--- config.mk ---
export PLATFORM = sky130hd
export DESIGN_NAME = udp_decode_stream
export DESIGN_NICKNAME = d
export VERILOG_FILES = /design/src/rtl/udp_pkg.sv /design/src/rtl/udp_hdr_shift.sv /design/src/rtl/udp_decode_stream.sv
export SDC_FILE = /design/constraint.sdc
export NUM_CORES = 1
export LEC_CHECK = 0
export BUFFER_PORTS_ARGS = -buffer_cell sky130_fd_sc_hd__buf_2
export CORE_UTILIZATION = 55
export CTS_CLUSTER_DIAMETER = 120
export DETAILED_ROUTE_END_ITERATION = 10
export PLACE_DENSITY = 0.85
export SLEW_MARGIN = 5
export SYNTH_ARGS = -nofsm -noshare
export SYNTH_HDL_FRONTEND = slang
export SYNTH_SLANG_ARGS = --single-unit
--- constraint.sdc ---
create_clock -name clk -period 3.9 [get_ports clk]
set_input_delay 0.195 -clock clk [delete_from_list [all_inputs] [get_ports clk]]
set_output_delay 0.195 -clock clk [all_outputs]
set_load 0.05 [all_outputs]
--- src/rtl/udp_pkg.sv ---
// Shared definitions for the UDP stream decoder: FSM states, the header
// length and the byte offsets of each 16-bit header field.
package udp_pkg;

    localparam int UDP_HDR_BYTES = 8;

    // Byte offsets of the 16-bit fields within the UDP header
    localparam int SRC_PORT_OFF = 0;
    localparam int DST_PORT_OFF = 2;
    localparam int LENGTH_OFF   = 4;
    localparam int CHECKSUM_OFF = 6;

    typedef enum logic [1:0] {
        IDLE    = 2'd0,
        HEADER  = 2'd1,
        PAYLOAD = 2'd2,
        DROP    = 2'd3
    } udp_state_t;

endpackage

--- src/rtl/udp_hdr_shift.sv ---
// Header shift register and field latch for the UDP stream decoder.
// The shift register collects header words MSB-first; when the last header
// word arrives the fields are taken from the combined (next) header value so
// they can be latched on the same edge that accepts that word.
module udp_hdr_shift
    import udp_pkg::*;
#(
    parameter int AVL_SIZE  = 8,
    parameter int BYTE_SIZE = 8,
    parameter int HDR_BYTES = UDP_HDR_BYTES
) (
    input  logic                clk,
    input  logic                sync_reset_n,
    input  logic                load_first,
    input  logic                shift_en,
    input  logic                latch_en,
    input  logic [AVL_SIZE-1:0] data_in,
    output logic [15:0]         dst_port_next,
    output logic [15:0]         raw_length_next,
    output logic [15:0]         src_port,
    output logic [15:0]         dst_port,
    output logic [15:0]         length,
    output logic [15:0]         checksum
);

    localparam int HDR_BITS  = HDR_BYTES * BYTE_SIZE;
    localparam int SRC_MSB   = HDR_BITS - 1 - SRC_PORT_OFF * BYTE_SIZE;
    localparam int DST_MSB   = HDR_BITS - 1 - DST_PORT_OFF * BYTE_SIZE;
    localparam int LEN_MSB   = HDR_BITS - 1 - LENGTH_OFF * BYTE_SIZE;
    localparam int CSUM_MSB  = HDR_BITS - 1 - CHECKSUM_OFF * BYTE_SIZE;

    logic [HDR_BITS-1:0] hdr_reg;
    logic [HDR_BITS-1:0] hdr_next;

    // Next header value: a sop beat starts a fresh header, later beats shift in
    always_comb begin
        hdr_next = hdr_reg;
        if (load_first) begin
            hdr_next = HDR_BITS'(data_in);
        end else if (shift_en) begin
            hdr_next = (hdr_reg << AVL_SIZE) | HDR_BITS'(data_in);
        end
    end

    assign dst_port_next   = hdr_next[DST_MSB -: 16];
    assign raw_length_next = hdr_next[LEN_MSB -: 16];

    // Shift register update and field latch on the last header word
    always_ff @(posedge clk) begin
        if (!sync_reset_n) begin
            hdr_reg  <= '0;
            src_port <= '0;
            dst_port <= '0;
            length   <= '0;
            checksum <= '0;
        end else begin
            hdr_reg <= hdr_next;
            if (latch_en) begin
                src_port <= hdr_next[SRC_MSB -: 16];
                dst_port <= hdr_next[DST_MSB -: 16];
                length   <= hdr_next[LEN_MSB -: 16] - 16'(HDR_BYTES);
                checksum <= hdr_next[CSUM_MSB -: 16];
            end
        end
    end

endmodule

--- src/rtl/udp_decode_stream.sv ---
// UDP datagram stream decoder: strips the header, latches its fields,
// optionally filters on destination port and forwards the payload with a
// one-cycle registered latency.
module udp_decode_stream
    import udp_pkg::*;
#(
    parameter int AVL_SIZE  = 8,
    parameter int BYTE_SIZE = 8,
    parameter int HDR_BYTES = UDP_HDR_BYTES
) (
    input  logic                clk,
    input  logic                sync_reset_n,
    input  logic                data_in_valid,
    input  logic [AVL_SIZE-1:0] data_in,
    input  logic                data_in_sop,
    input  logic                data_in_eop,
    input  logic                filter_en,
    input  logic [15:0]         filter_port,
    output logic [15:0]         src_port,
    output logic [15:0]         dst_port,
    output logic [15:0]         checksum,
    output logic [15:0]         length,
    output logic                hdr_valid,
    output logic [AVL_SIZE-1:0] payload_data,
    output logic                payload_valid,
    output logic                payload_sop,
    output logic                payload_eop,
    output logic                length_error,
    output logic                port_drop
);

    localparam int HDR_WORDS = HDR_BYTES * BYTE_SIZE / AVL_SIZE;
    localparam int CNT_W     = $clog2(HDR_WORDS + 1);

    udp_state_t       state_reg;
    logic [CNT_W-1:0] cnt_reg;
    logic             first_payload_reg;

    logic        last_hdr;
    logic        hdr_shift;
    logic        hdr_load;
    logic        len_ok;
    logic        port_ok;
    logic [15:0] dst_port_next;
    logic [15:0] raw_length_next;

    // A beat completes the header either as the sop beat of a one-word header
    // or as word HDR_WORDS-1 while collecting the header
    always_comb begin
        hdr_load  = data_in_valid && data_in_sop;
        hdr_shift = data_in_valid && !data_in_sop && (state_reg == HEADER);
        if (data_in_sop) begin
            last_hdr = data_in_valid && (HDR_WORDS == 1);
        end else begin
            last_hdr = hdr_shift && (cnt_reg == CNT_W'(HDR_WORDS - 1));
        end
        len_ok  = (raw_length_next >= 16'(HDR_BYTES));
        port_ok = !filter_en || (dst_port_next == filter_port);
    end

    udp_hdr_shift #(
        .AVL_SIZE  (AVL_SIZE),
        .BYTE_SIZE (BYTE_SIZE),
        .HDR_BYTES (HDR_BYTES)
    ) u_hdr_shift (
        .clk             (clk),
        .sync_reset_n    (sync_reset_n),
        .load_first      (hdr_load),
        .shift_en        (hdr_shift),
        .latch_en        (last_hdr),
        .data_in         (data_in),
        .dst_port_next   (dst_port_next),
        .raw_length_next (raw_length_next),
        .src_port        (src_port),
        .dst_port        (dst_port),
        .length          (length),
        .checksum        (checksum)
    );

    // Datagram FSM with registered pulses and payload outputs
    always_ff @(posedge clk) begin
        if (!sync_reset_n) begin
            state_reg         <= IDLE;
            cnt_reg           <= '0;
            first_payload_reg <= 1'b0;
            hdr_valid         <= 1'b0;
            length_error      <= 1'b0;
            port_drop         <= 1'b0;
            payload_data      <= '0;
            payload_valid     <= 1'b0;
            payload_sop       <= 1'b0;
            payload_eop       <= 1'b0;
        end else begin
            hdr_valid     <= 1'b0;
            length_error  <= 1'b0;
            port_drop     <= 1'b0;
            payload_valid <= 1'b0;
            payload_sop   <= 1'b0;
            payload_eop   <= 1'b0;

            if (data_in_valid) begin
                if (data_in_sop) begin
                    // A new datagram always restarts header collection;
                    // interrupting a live datagram counts as malformed
                    cnt_reg <= CNT_W'(1);
                    if (state_reg == HEADER || state_reg == PAYLOAD) begin
                        length_error <= 1'b1;
                    end
                    if (!last_hdr) begin
                        if (data_in_eop) begin
                            length_error <= 1'b1;
                            state_reg    <= IDLE;
                        end else begin
                            state_reg <= HEADER;
                        end
                    end
                end else begin
                    case (state_reg)
                        HEADER: begin
                            if (!last_hdr) begin
                                cnt_reg <= cnt_reg + CNT_W'(1);
                                if (data_in_eop) begin
                                    // Runt: datagram ended inside the header
                                    length_error <= 1'b1;
                                    state_reg    <= IDLE;
                                end
                            end
                        end
                        PAYLOAD: begin
                            payload_valid     <= 1'b1;
                            payload_data      <= data_in;
                            payload_sop       <= first_payload_reg;
                            payload_eop       <= data_in_eop;
                            first_payload_reg <= 1'b0;
                            if (data_in_eop) begin
                                state_reg <= IDLE;
                            end
                        end
                        DROP: begin
                            if (data_in_eop) begin
                                state_reg <= IDLE;
                            end
                        end
                        default: begin
                        end
                    endcase
                end

                if (last_hdr) begin
                    cnt_reg <= '0;
                    if (!len_ok) begin
                        length_error <= 1'b1;
                        state_reg    <= data_in_eop ? IDLE : DROP;
                    end else if (!port_ok) begin
                        port_drop <= 1'b1;
                        state_reg <= data_in_eop ? IDLE : DROP;
                    end else begin
                        hdr_valid         <= 1'b1;
                        first_payload_reg <= 1'b1;
                        state_reg         <= data_in_eop ? IDLE : PAYLOAD;
                    end
                end
            end
        end
    end

endmodule

==> summary.md <==
| Metric | Value |
|---|---|
| Antenna diode count | `0` |
| DRT Wirelength | `between 15 and 20 mm` |
| Post-synth design cell area | `6450 um2` |
| Shortest clock period the worst path allows after layout | `approximately 2.9 ns` |
| Hold Fails Final Rpt | `0` |
| Outcome | `finished, final reports clean` |
| CTS tree | `yes` |
| Cell at the slowest stage of the critical path | `sky130_fd_sc_hd__or4_1` |
| Effective utilization at floorplan | `a little under three fifths` |
| Routability cong. | `0.894` |
| Transition time at the pin with the least slew margin | `0.846 ns` |
| Detailed router's first-iteration violation count | `444` |
| Area Overhead vs Synth | `18.0%` |
| Die Width | `about 110 um` |
| Area of the core region | `around 11000 um2` |
| Flop and latch count out of synthesis | `~150` |
| GR Util All Layers | `a little over a quarter` |
| Most common cell after layout, fill and taps aside | `sky130_fd_sc_hd__nand2_1` |
| Crit path capture type | `flop` |
| Setup TNS Final | `0 ns` |
| DRC violation count after routing | `0` |
| Post-CTS setup-driven buffer insertion count | `0` |
| Post-synth ARST share | `0%` |
| Total clock buffers created by CTS | `17` |
| Signal arrival time at the worst endpoint | `3.29 ns` |
| Remaining antenna violation count after routing | `0` |
| Length of the first detailed-routing pass in iterations | `5` |
| Cell type with the largest total area after synthesis | `sky130_fd_sc_hd__dfxtp_1` |
| Overall power after layout | `between 3000 and 4000 uW` |
| Sequential element share of the synthesized area | `between 40% and 50%` |
| Total number of vias | `5481` |
| Critical path data required time | `~4.3 ns` |
| Antenna violations before repair | `0` |
| Core Rows | `39` |
| Proportion of layout cells with a drive suffix above 1 | `between 10% and 20%` |
| IO Count | `108` |
| Library cells used by synthesis | `53` |
| Root cell of the clock tree | `sky130_fd_sc_hd__clkbuf_16` |
| Maximum level of the CTS H-tree | `4` |
| Family with the most delay on the worst path | `simple AND/OR/NAND/NOR gates` |
| Vias per inst | `approximately 5.6` |
| TritonCTS Sinks | `roughly 150` |
| Proportion of netlist area held by the largest area contributor | `a little under half` |
| Max-capacitance violation count | `0` |
| Highest clock frequency the design can meet | `around 340 MHz` |
| Reg-to-reg slack, setup | `approximately 0.98 ns` |
| Buffers & Inverters on Critical Path | `2` |
| Number of global-route vias before repair | `between 4000 and 5000` |
| Path type of the worst min-delay path | `input port to flop` |
| Main flop type after synthesis | `sky130_fd_sc_hd__dfxtp_1` |
| Largest register FFs | `64` |
| Placed wire-length estimate | `10.4 mm` |
| Synthesis Warnings | `0` |
| Chip height | `110 um` |
| Residual overflow from global routing | `0` |
| Leading cell types in the layout, fill and taps excluded | `158 x sky130_fd_sc_hd__nand2_1, 149 x sky130_fd_sc_hd__dfxtp_1, 106 x sky130_fd_sc_hd__buf_2` |
| Nets | `858` |
| Top area cells in the synthesized netlist | `sky130_fd_sc_hd__dfxtp_1 46%, sky130_fd_sc_hd__nand2_1 9.2%, sky130_fd_sc_hd__nor2b_1 5.1%` |
| First-pass GRT wire length | `~24 mm` |
| Unrepaired setup endpoints after global routing | `no` |
| Mean routed wirelength per cell | `roughly 16 um` |
| Largest stage delay on the critical path | `between 0.5 and 0.6 ns` |
| CP cell instances | `inv_1 > ha_1 > buf_4 > and4b_1 > or4_1 > a22oi_1 > nand4_1 > o31a_1 > nor3_2 > a31o_1` |
| Maximum buffer depth of the clock tree | `2` |
| Final clock skew | `around 0.007 ns` |
| Static power due to leakage | `about 0.0035 uW` |
| Critical path type | `flop to flop` |
| Syn avg cell area | `~8.7 um2` |
| Total power divided by cell area | `approximately 430 nW/um2` |
| Count of instances resized after the clock tree is built | `0` |
| Post-synth EDFFs | `0` |
| Max-slew violation total from the final report | `0` |
| Maximum number of pins on one net before global-route repair | `~110` |
| Slew headroom | `43.6%` |
| Hold buffer count at cts | `0` |
| Final Cycle Share | `between 70% and 80%` |
| Clock network latency to the later pin of the worst-skew pair | `roughly 0.43 ns` |
| Maximum resistive drop on vdd | `0.331 mV` |
| Clock slew seen by the registers of the worst setup and hold paths | `around 0.06 ns` |
| Max Fanout on Critical Path | `30` |
| Finish-stage setup viols | `0` |
| Port Buffer Count | `roughly 110` |
| Syn Nets | `just under 800` |
| Die footprint | `approximately 12000 um2` |
| Startpoint type of the worst setup path | `flop` |
| Cells after Synth | `roughly 740` |
[final timing paths]
kind | from | endpoint | cells past startpoint
worst min register to register | u_hdr_shift.checksum[9] | u_hdr_shift.checksum[9] | 2
worst min-delay path | data_in[0] | payload_data[0] | 3
worst max register to register | state_reg[1] | first_payload_reg | 10
worst max-delay path | state_reg[1] | first_payload_reg | 10
[per-layer routing]
| layer | global-route usage (%) | vias to the layer above | wire length (um) |
|---|---|---|---|
| li1 | - | 2710 | - |
| met1 | 35.4 | 2572 | 7020 |
| met2 | 40.5 | 180 | 7050 |
| met3 | 6.53 | 19 | 852 |
| met4 | 9.30 | 0 | 306 |
| met5 | 0 | - | 0 |
[power breakdown]
part / leakage [uW] / total [uW] / internal (uW) / switching (uW)
Combinational: 0.00198 / 123 / 45.4 / 77.4
Clock: 0.000289 / 1610 / 971 / 637
Sequential: 0.00120 / 1530 / 1530 / 4.66
Total: 0.00347 / 3260 / 2540 / 719
[cell usage after synthesis, drive strengths merged, types with 12 or more instances]
library cell,count
nand2,158
dfxtp,149
nor2b,53
a21boi,38
and2,37
clkbuf,33
a21oi,31
o211a,24
buf,20
nor2,16
o21ai,16
a22oi,14
and3,14
nand3,13
nor3b,12
[area by class of cell]
| type | instances | area [um2] |
|---|---|---|
| Inverter | 5 | 18.8 |
| Tap cell | 143 | 179 |
| Multi-Input combinational cell | 531 | 3220 |
| Clock inverter | 13 | 131 |
| Sequential cell | 149 | 2980 |
| Fill cell | 933 | 3800 |
| Timing Repair Buffer | 119 | 628 |
| Clock buffer | 19 | 453 |
[through the flow]
| stage | cells | setup WS, ns | hold slack [ns] | instance area, um2 | utilization, % |
|---|---|---|---|---|---|
| floorplan | 738 | 1.52 | 0.340 | 6450 | - |
| global placement | 947 | 1.11 | 0.449 | 7030 | 61.6 |
| detailed placement | 947 | 1.02 | 0.456 | 7030 | 61.6 |
| CTS | 979 | 1.00 | 0.0298 | 7620 | 66.7 |
| global route | 979 | 0.769 | 0.0490 | 7620 | 66.7 |
| finish | 979 | 0.979 | 0.0337 | 7620 | 66.7 |
[worst min-delay path: stages]
cell,delay [ns]
sky130_fd_sc_hd__buf_2,0.11
sky130_fd_sc_hd__nand2_1,0.05
sky130_fd_sc_hd__a21boi_0,0.06
[kinds of logic after synthesis]
kind of cell | after synthesis | share of synthesized area [%]
adders and majority gates | 5 | 0.970
AOI/OAI and AO/OA | 153 | 17.4
buffers and inverters | 58 | 3.96
and+or+nand+nor | 345 | 27.5
xor gates and xnor gates | 19 | 2.58
DFF | 149 | 46.2
muxes | 9 | 1.40
Note: power is estimated with default switching activity, not from simulation.
